## src/rtl/if_fetch.sv

```systemverilog
// Instruction fetch stage: one outstanding imem request, one-entry output slot feeding decode.
// Latency: request handshake at N, response at N+k -> if_valid_o at N+k+1.
// Backpressure: a new request is issued only when the slot is empty or leaving; requests hold until ready.
//
// Ports:
//   clk, rst                           clock, synchronous active-high reset
//   ctrl_signal_i                      Default / Stalled / anything else = flush
//   redirect_valid_i, redirect_pc_i    branch/jump/trap redirect
//   imem_req_valid_o/addr_o/ready_i    request channel to instruction memory
//   imem_resp_valid_i/data_i           in-order response, one per accepted request
//   pc_o, if_inst_o, if_valid_o        output slot toward the decode pipeline register

package if_fetch_pkg;
  typedef enum logic [1:0] {
    CTRL_STATE_Default = 2'b00,
    CTRL_STATE_Stalled = 2'b01,
    CTRL_STATE_Flush   = 2'b10
  } CTRL_Wire_Bus;
endpackage

module if_fetch
  import if_fetch_pkg::*;
#(
  parameter logic [63:0] RESET_PC = 64'h0000_0000_8000_0000,
  parameter logic [31:0] NOP_INST = 32'h0000_0013
) (
  input  logic         clk,
  input  logic         rst,
  input  CTRL_Wire_Bus ctrl_signal_i,
  input  logic         redirect_valid_i,
  input  logic [63:0]  redirect_pc_i,
  output logic         imem_req_valid_o,
  output logic [63:0]  imem_req_addr_o,
  input  logic         imem_req_ready_i,
  input  logic         imem_resp_valid_i,
  input  logic [31:0]  imem_resp_data_i,
  output logic [63:0]  pc_o,
  output logic [31:0]  if_inst_o,
  output logic         if_valid_o
);

  typedef enum logic [1:0] {IDLE, REQ, WAIT} state_t;

  state_t      state_q, state_d;
  logic [63:0] fetch_pc_q, fetch_pc_d;
  // Address currently presented; decoupled from fetch_pc so a redirect
  // can update the fetch target while an unaccepted request stays stable.
  logic [63:0] req_addr_q, req_addr_d;
  logic [63:0] inflight_pc_q, inflight_pc_d;
  logic        drop_q, drop_d;
  logic [63:0] pc_q, pc_d;
  logic [31:0] inst_q, inst_d;
  logic        vld_q, vld_d;

  logic        stalled;
  logic        handshake;
  logic        resp_hit;
  logic        resp_fill;
  logic        slot_frees;
  logic [63:0] redirect_target;
  logic        unused_pc_lsbs;

  assign unused_pc_lsbs  = ^redirect_pc_i[1:0];
  assign redirect_target = {redirect_pc_i[63:2], 2'b00};

  assign stalled    = (ctrl_signal_i == CTRL_STATE_Stalled);
  assign handshake  = (state_q == REQ) && imem_req_ready_i;
  // Responses count only when a request is outstanding.
  assign resp_hit   = (state_q == WAIT) && imem_resp_valid_i;
  assign resp_fill  = resp_hit && !drop_q && !redirect_valid_i;
  // Slot is empty next cycle: already empty, consumed/flushed, or cleared by redirect.
  assign slot_frees = !vld_q || !stalled || redirect_valid_i;

  // Next-state logic.
  always_comb begin
    state_d = state_q;
    case (state_q)
      IDLE: begin
        if (slot_frees) state_d = REQ;
      end
      REQ: begin
        if (imem_req_ready_i) state_d = WAIT;
      end
      WAIT: begin
        if (resp_hit) begin
          if (resp_fill) state_d = IDLE;  // slot just filled, hold until it leaves
          else if (slot_frees) state_d = REQ;
          else state_d = IDLE;
        end
      end
      default: state_d = IDLE;
    endcase
  end

  // Fetch address, drop tracking and output slot.
  always_comb begin
    fetch_pc_d    = fetch_pc_q;
    req_addr_d    = req_addr_q;
    inflight_pc_d = inflight_pc_q;
    drop_d        = drop_q;
    pc_d          = pc_q;
    inst_d        = inst_q;
    vld_d         = vld_q;

    if (redirect_valid_i) begin
      fetch_pc_d = redirect_target;
    end else if (handshake && !drop_q) begin
      fetch_pc_d = req_addr_q + 64'd4;
    end
    // A request already redirected away keeps fetch_pc at the redirect target.

    if (handshake) inflight_pc_d = req_addr_q;

    // Presented address only moves when nothing is presented or it was just accepted.
    if (!imem_req_valid_o || handshake) req_addr_d = fetch_pc_d;

    if (resp_hit) begin
      drop_d = 1'b0;  // the single outstanding response has been seen
    end else if (redirect_valid_i && (state_q == REQ || state_q == WAIT)) begin
      drop_d = 1'b1;
    end

    if (redirect_valid_i) begin
      vld_d  = 1'b0;
      inst_d = NOP_INST;
    end else if (resp_fill) begin
      pc_d   = inflight_pc_q;
      inst_d = imem_resp_data_i;
      vld_d  = 1'b1;
    end else if (!stalled) begin
      // Default consumes, anything else flushes; both empty the slot.
      vld_d  = 1'b0;
      inst_d = NOP_INST;
    end
  end

  always_ff @(posedge clk) begin
    if (rst) begin
      state_q       <= IDLE;
      fetch_pc_q    <= RESET_PC;
      req_addr_q    <= RESET_PC;
      inflight_pc_q <= 64'd0;
      drop_q        <= 1'b0;
      pc_q          <= 64'd0;
      inst_q        <= NOP_INST;
      vld_q         <= 1'b0;
    end else begin
      state_q       <= state_d;
      fetch_pc_q    <= fetch_pc_d;
      req_addr_q    <= req_addr_d;
      inflight_pc_q <= inflight_pc_d;
      drop_q        <= drop_d;
      pc_q          <= pc_d;
      inst_q        <= inst_d;
      vld_q         <= vld_d;
    end
  end

  assign imem_req_valid_o = (state_q == REQ);
  assign imem_req_addr_o  = req_addr_q;
  assign pc_o             = pc_q;
  assign if_inst_o        = inst_q;
  assign if_valid_o       = vld_q;

endmodule
```

## config.mk

```make
export PLATFORM = sky130hd
export DESIGN_NAME = if_fetch
export DESIGN_NICKNAME = d
export VERILOG_FILES = /design/src/rtl/if_fetch.sv
export SDC_FILE = /design/constraint.sdc
export NUM_CORES = 1
export LEC_CHECK = 0
export CORE_MARGIN = 2
export CORE_UTILIZATION = 55
export DETAILED_ROUTE_END_ITERATION = 7
export PLACE_DENSITY = 0.91
export SLEW_MARGIN = 5
export SYNTH_ARGS = -nofsm -noshare
export SYNTH_HDL_FRONTEND = slang
export SYNTH_SLANG_ARGS = --single-unit
```

## constraint.sdc

```tcl
create_clock -name clk -period 5.95 [get_ports clk]
set_input_delay 1.19 -clock clk [delete_from_list [all_inputs] [get_ports clk]]
set_output_delay 1.19 -clock clk [all_outputs]
set_load 0.05 [all_outputs]
```

# Word-level counts from Yosys, hierarchy flattened
# Index checks and enable logic that the tools add are counted.
[totals] input_bits=103 out_inout_bits=162 elab_cells=49 ff_bits=292
[op_classes] bitwise=1 mux=12 n_eq_ne=7 n_reduce_logical=20 n_addsub=1
[ops] operator="64-bit 2-to-1 mux" count=2
[ops] operator="64-bit by 3-bit adder with 64-bit output (second input constant)" count=1
[ops] operator="32-bit 2-to-1 mux" count=2
[ops] operator="1-bit logical AND" count=6
[ops] operator="2-bit 2-to-1 mux" count=3
[ops] operator="2-bit one-hot mux with 3 select lines" count=1
[ops] operator="1-bit zero test" count=5
[ops] operator="2-bit by 1-bit == test with 1-bit output (second input constant)" count=2
[ops] operator="1-bit logical OR" count=4
[ops] operator="1-bit 2-to-1 mux" count=4
[ops] operator="2-bit by 1-bit != test with 1-bit output (second input constant)" count=2
[ops] operator="2-bit != test (second input constant)" count=2
[ops] operator="2-bit OR reduction" count=2
[ops] operator="3-bit AND reduction" count=1
[ops] operator="2-bit == test (second input constant)" count=1
[ops] operator="2-bit zero test" count=1
[ops] operator="2-bit AND reduction" count=1
[ops] operator="1-bit inverter" count=1

# Longest topological paths before layout
[logic_depth] depth_word=8 depth_mapped=10 mapped_depth_nobuf=8

# Least setup slack after synthesis
# No wires, ideal clock.
[synth_path] path_type="flip-flop to flip-flop" start="register req_addr_q[39] (netlist: imem_req_addr_o[39])" end="register fetch_pc_q[58]" setup_ns=0.074 n_path_buf=2 setup_slack_ns=2.953 t_arrival_ns=2.922 synth_period_minus_slack_ns=2.997 stages_incl_launch_ff=9 required_ns=5.876 path_cell_list="dfxtp_1 -> buf_2 -> nand4_1 -> or4_1 -> or4_1 -> clkbuf_2 -> or4_1 -> a21o_1 -> a31oi_1"
[synth_via] elab_chain_cells=3
[synth_lines] item="from (decl)" line_no="48" rtl="logic [63:0] req_addr_q, req_addr_d;"
[synth_lines] item="from (signal assigned)" line_no="150" rtl="req_addr_q <= req_addr_d;"
[synth_lines] item="64-bit by 3-bit adder with 64-bit output" line_no="108" rtl="fetch_pc_d = req_addr_q + 64'd4;"
[synth_lines] item="64-bit 2-to-1 mux" line_no="107" rtl="end else if (handshake && !drop_q) begin"
[synth_lines] item="64-bit 2-to-1 mux" line_no="105" rtl="if (redirect_valid_i) begin"
[synth_lines] item="to (signal assigned)" line_no="149" rtl="fetch_pc_q <= fetch_pc_d;"
[synth_lines] item="to (decl)" line_no="45" rtl="logic [63:0] fetch_pc_q, fetch_pc_d;"
# Every way passes these cells.
# A chain may end at the register's enable or synchronous reset.

# Worst setup path after layout
[layout_path] start="register state_q[1]" end="output imem_req_valid_o"
[layout_via] elab_chain_cells=1
[layout_lines] item="from (decl)" line_no="44" rtl="state_t state_q, state_d;"
[layout_lines] item="from (signal assigned)" line_no="148" rtl="state_q <= state_d;"
[layout_lines] item="2-bit by 1-bit == test with 1-bit output" line_no="159" rtl="assign imem_req_valid_o = (state_q == REQ);"
[layout_lines] item="to (decl)" line_no="32" rtl="output logic imem_req_valid_o,"
# Every way passes these cells.

==> impl_metrics.tcl <==
set metrics [dict create \
    startpoint_type "register" \
    crit_chain "inv_1, ha_1, clkdlybuf4s50_1" \
    powerDensity_nw_per_um2 347 \
    syn_inst 1564 \
    yosysUniqueCellTypes 62 \
    grt_overflow 0 \
    synthSimpleGateAreaFrac_pct 22.9 \
    cts_made_buffers 29 \
    fillerInstances 1601 \
    ios 265 \
    drtPass1Iterations 6 \
    synth_fa_ha_area_share_pct 0.612 \
    multi_input_area_sq_um 5920 \
    viasPerCell 6.07 \
    wire_per_inst_um 18.9 \
    slew_viol_final 0 \
    crit_slowest_cell "clkdlybuf4s50_1" \
    final_nets 1857 \
    syn2layout_area_growth_pct 29.5 \
    clock-root-buffer "clkbuf_16" \
    globalplace.congestion 0.900 \
    peakVddDrop_mv 0.262 \
    start_util_pct 56.2 \
    worstSetupEndpointType "primary output" \
    synth_top_family_by_area "simple AND/OR/NAND/NOR gates" \
    fin_crit_sh_pct 57.0 \
    wl_mm 38.7 \
    timing.fmax_mhz 295 \
    clk_latency_ns 0.55 \
    synthArstFlopShare_pct 0 \
    cts_tree "yes" \
    min_from "inflight_pc_q[54]$_SDFFE_PP0N_" \
    path_clk_slew_ns 0.06 \
    ys.flop_type "dfxtp_1" \
    yosysSeqAreaShare_pct 47.7 \
    setup_tns_ns 0 \
    critical_path_arrival_ns 2.20 \
    avgSynthCellArea_sq_um 7.84 \
    dp_hpwl_mm 25.0 \
    syn_area_sq_um 12300 \
    slew_headroom_pct 24.7 \
    path_class "reg -> out" \
    grt_first_pass_wirelength_mm 61.2 \
    critical_path.max_stage_delay_ns 0.87 \
    ctsHoldBuffers 0 \
    total_power_w 0.00550 \
    rows 54 \
    drc 0 \
    portBuffers 262 \
    hold_viol 0 \
    r2r-start "imem_req_addr_o[3]$_SDFFE_PP0P_" \
    antenna_found_initial 2 \
    cts_resized 0 \
    critPathLaunch "state_q[1]$_SDFFE_PP0P_" \
    synth-edff-count 0 \
    synth_compound_area_share_pct 21.2 \
    routed-via-count 12400 \
    die_area_sq_um 23500 \
    setup_violations 0 \
    cts.path.max_buffers 3 \
    first_iter_violations 1359 \
    grt_setup_unrepaired "false" \
    layout-drive-gt1-share_pct 4.41 \
    register_area_sq_um 5850 \
    track_usage_pct 31.4 \
    grt_pass1_vias 11800 \
    status "finished, final reports clean" \
    num_antenna_cells 0 \
    fp.dieH_um 153 \
    cts_setup_buffers 0 \
    tightest_slew_ns 1.13 \
    ant_nets 0 \
    ys_warn_count 0 \
    period_needed_ns 3.39 \
    finalClockSkew_ns 0.00788 \
    cap_violations 0 \
    cts.htree.levels 1 \
    p_leak_nw 5.42 \
    syn-num-nets 1673 \
    synth_xor_area_share_pct 2.86 \
    crit_fanout 7 \
    synthMuxAreaShare_pct 0.429 \
    grt_max_degree 97 \
    die_x_um 153 \
    coreArea_sq_um 21800 \
    worstPathRequired_ns 4.76 \
    clock-sinks 292 \
    synth-seq-cells 292 \
    min_path_type "reg -> reg" \
]
==> worst max-delay path, delay by kind of cell, from the launching register on <==
| family | cells | cell delay (ns) |
|---|---|---|
| flip-flops | 1 | 0.33 |
| adder cells (fa/ha/maj) | 1 | 0.33 |
| buffers and inverters | 2 | 0.99 |
==> final timing paths <==
check	depth (start not counted)	to	slack, ns
worst min-delay path	2	pc_o[54]$_SDFFE_PP0P_	0.45
worst max register to register	7	fetch_pc_q[58]$_SDFF_PP0_	2.58
worst min register to register	2	pc_o[54]$_SDFFE_PP0P_	0.45
worst max-delay path	3	imem_req_valid_o	2.56
==> power breakdown <==
| group | switching (W) | internal, W | leakage [nW] | total (W) |
|---|---|---|---|---|
| clock | 0.000758 | 0.00110 | 0.459 | 0.00186 |
| combinational | 0.000871 | 0.000430 | 2.58 | 0.00130 |
| sequential | 0.000231 | 0.00211 | 2.38 | 0.00234 |
==> placed cells by master (no fill, tap or decap), types with 18 or more instances in the layout <==
cell type          n
nor2_1           125
clkdlybuf4s50_1  260
a21oi_1          222
xor2_1            21
xnor2_1           19
nand4_1           21
and3_1            18
o21ai_0           78
clkbuf_16         29
dfxtp_1          292
nand3_1           28
a22oi_1           39
nand2_1          365
==> synth_stat cells, types with 17 or more instances <==
cell type | n | area, sq um
nand4_1 | 21 | 131
clkbuf_1 | 101 | 379
o21ai_0 | 78 | 390
nand2_1 | 366 | 1370
dfxtp_1 | 292 | 5850
nand3_1 | 29 | 145
and3_1 | 18 | 113
a22oi_1 | 39 | 293
xnor2_1 | 19 | 166
a211oi_1 | 17 | 128
nor2_1 | 126 | 473
xor2_1 | 21 | 184
a21oi_1 | 222 | 1110
==> layer usage <==
layer / track usage, % / vias up / routed length [um]
li1: - / 5775 / -
met1: 40.2 / 5825 / 15000
met2: 52.1 / 702 / 18300
met3: 5.95 / 128 / 4000
met4: 13.2 / 2 / 1440
met5: 0 / - / 13
==> kinds of logic (layout without fill, tap and decap cells) <==
kind of cell	after synthesis	count (layout)
buffers and inverters	137	341
and+or+nand+nor	641	641
muxes	5	5
DFF	292	292
xor gates and xnor gates	40	40
AOI/OAI and AO/OA	443	443
adders and majority gates	6	6
==> sequential cells by signal, indices dropped and copies added, names as in the netlist <==
name,flops
fetch_pc_q,64
if_inst_o,32
drop_q,1
inflight_pc_q,64
if_valid_o,1
pc_o,64
imem_req_addr_o,64
state_q,2
==> metrics by stage <==
step	hold WS [ns]	util [%]	instance area, sq um	std cells	setup WS [ns]
6_report	0.450	72.7	15900	2048	2.56
5_1_grt	0.458	72.7	15900	2048	2.44
4_1_cts	0.450	72.7	15900	2048	2.55
3_5_place_dp	0.443	68.3	14900	1997	2.20
3_3_place_gp	0.437	68.3	14900	1997	2.32
2_1_floorplan	0.432	-	12300	1564	2.95
==> cell type report <==
| class | instances | share of cell area (%) |
|---|---|---|
| clock buffer | 44 | 5.31 |
| clock inverter | 7 | 0.765 |
| inverter | 12 | 0.284 |
| multi-input combinational | 1135 | 37.3 |
| sequential | 292 | 36.8 |
| tap | 280 | 2.21 |
| timing repair buffer | 278 | 17.3 |
(Power assumes the default switching activity.)
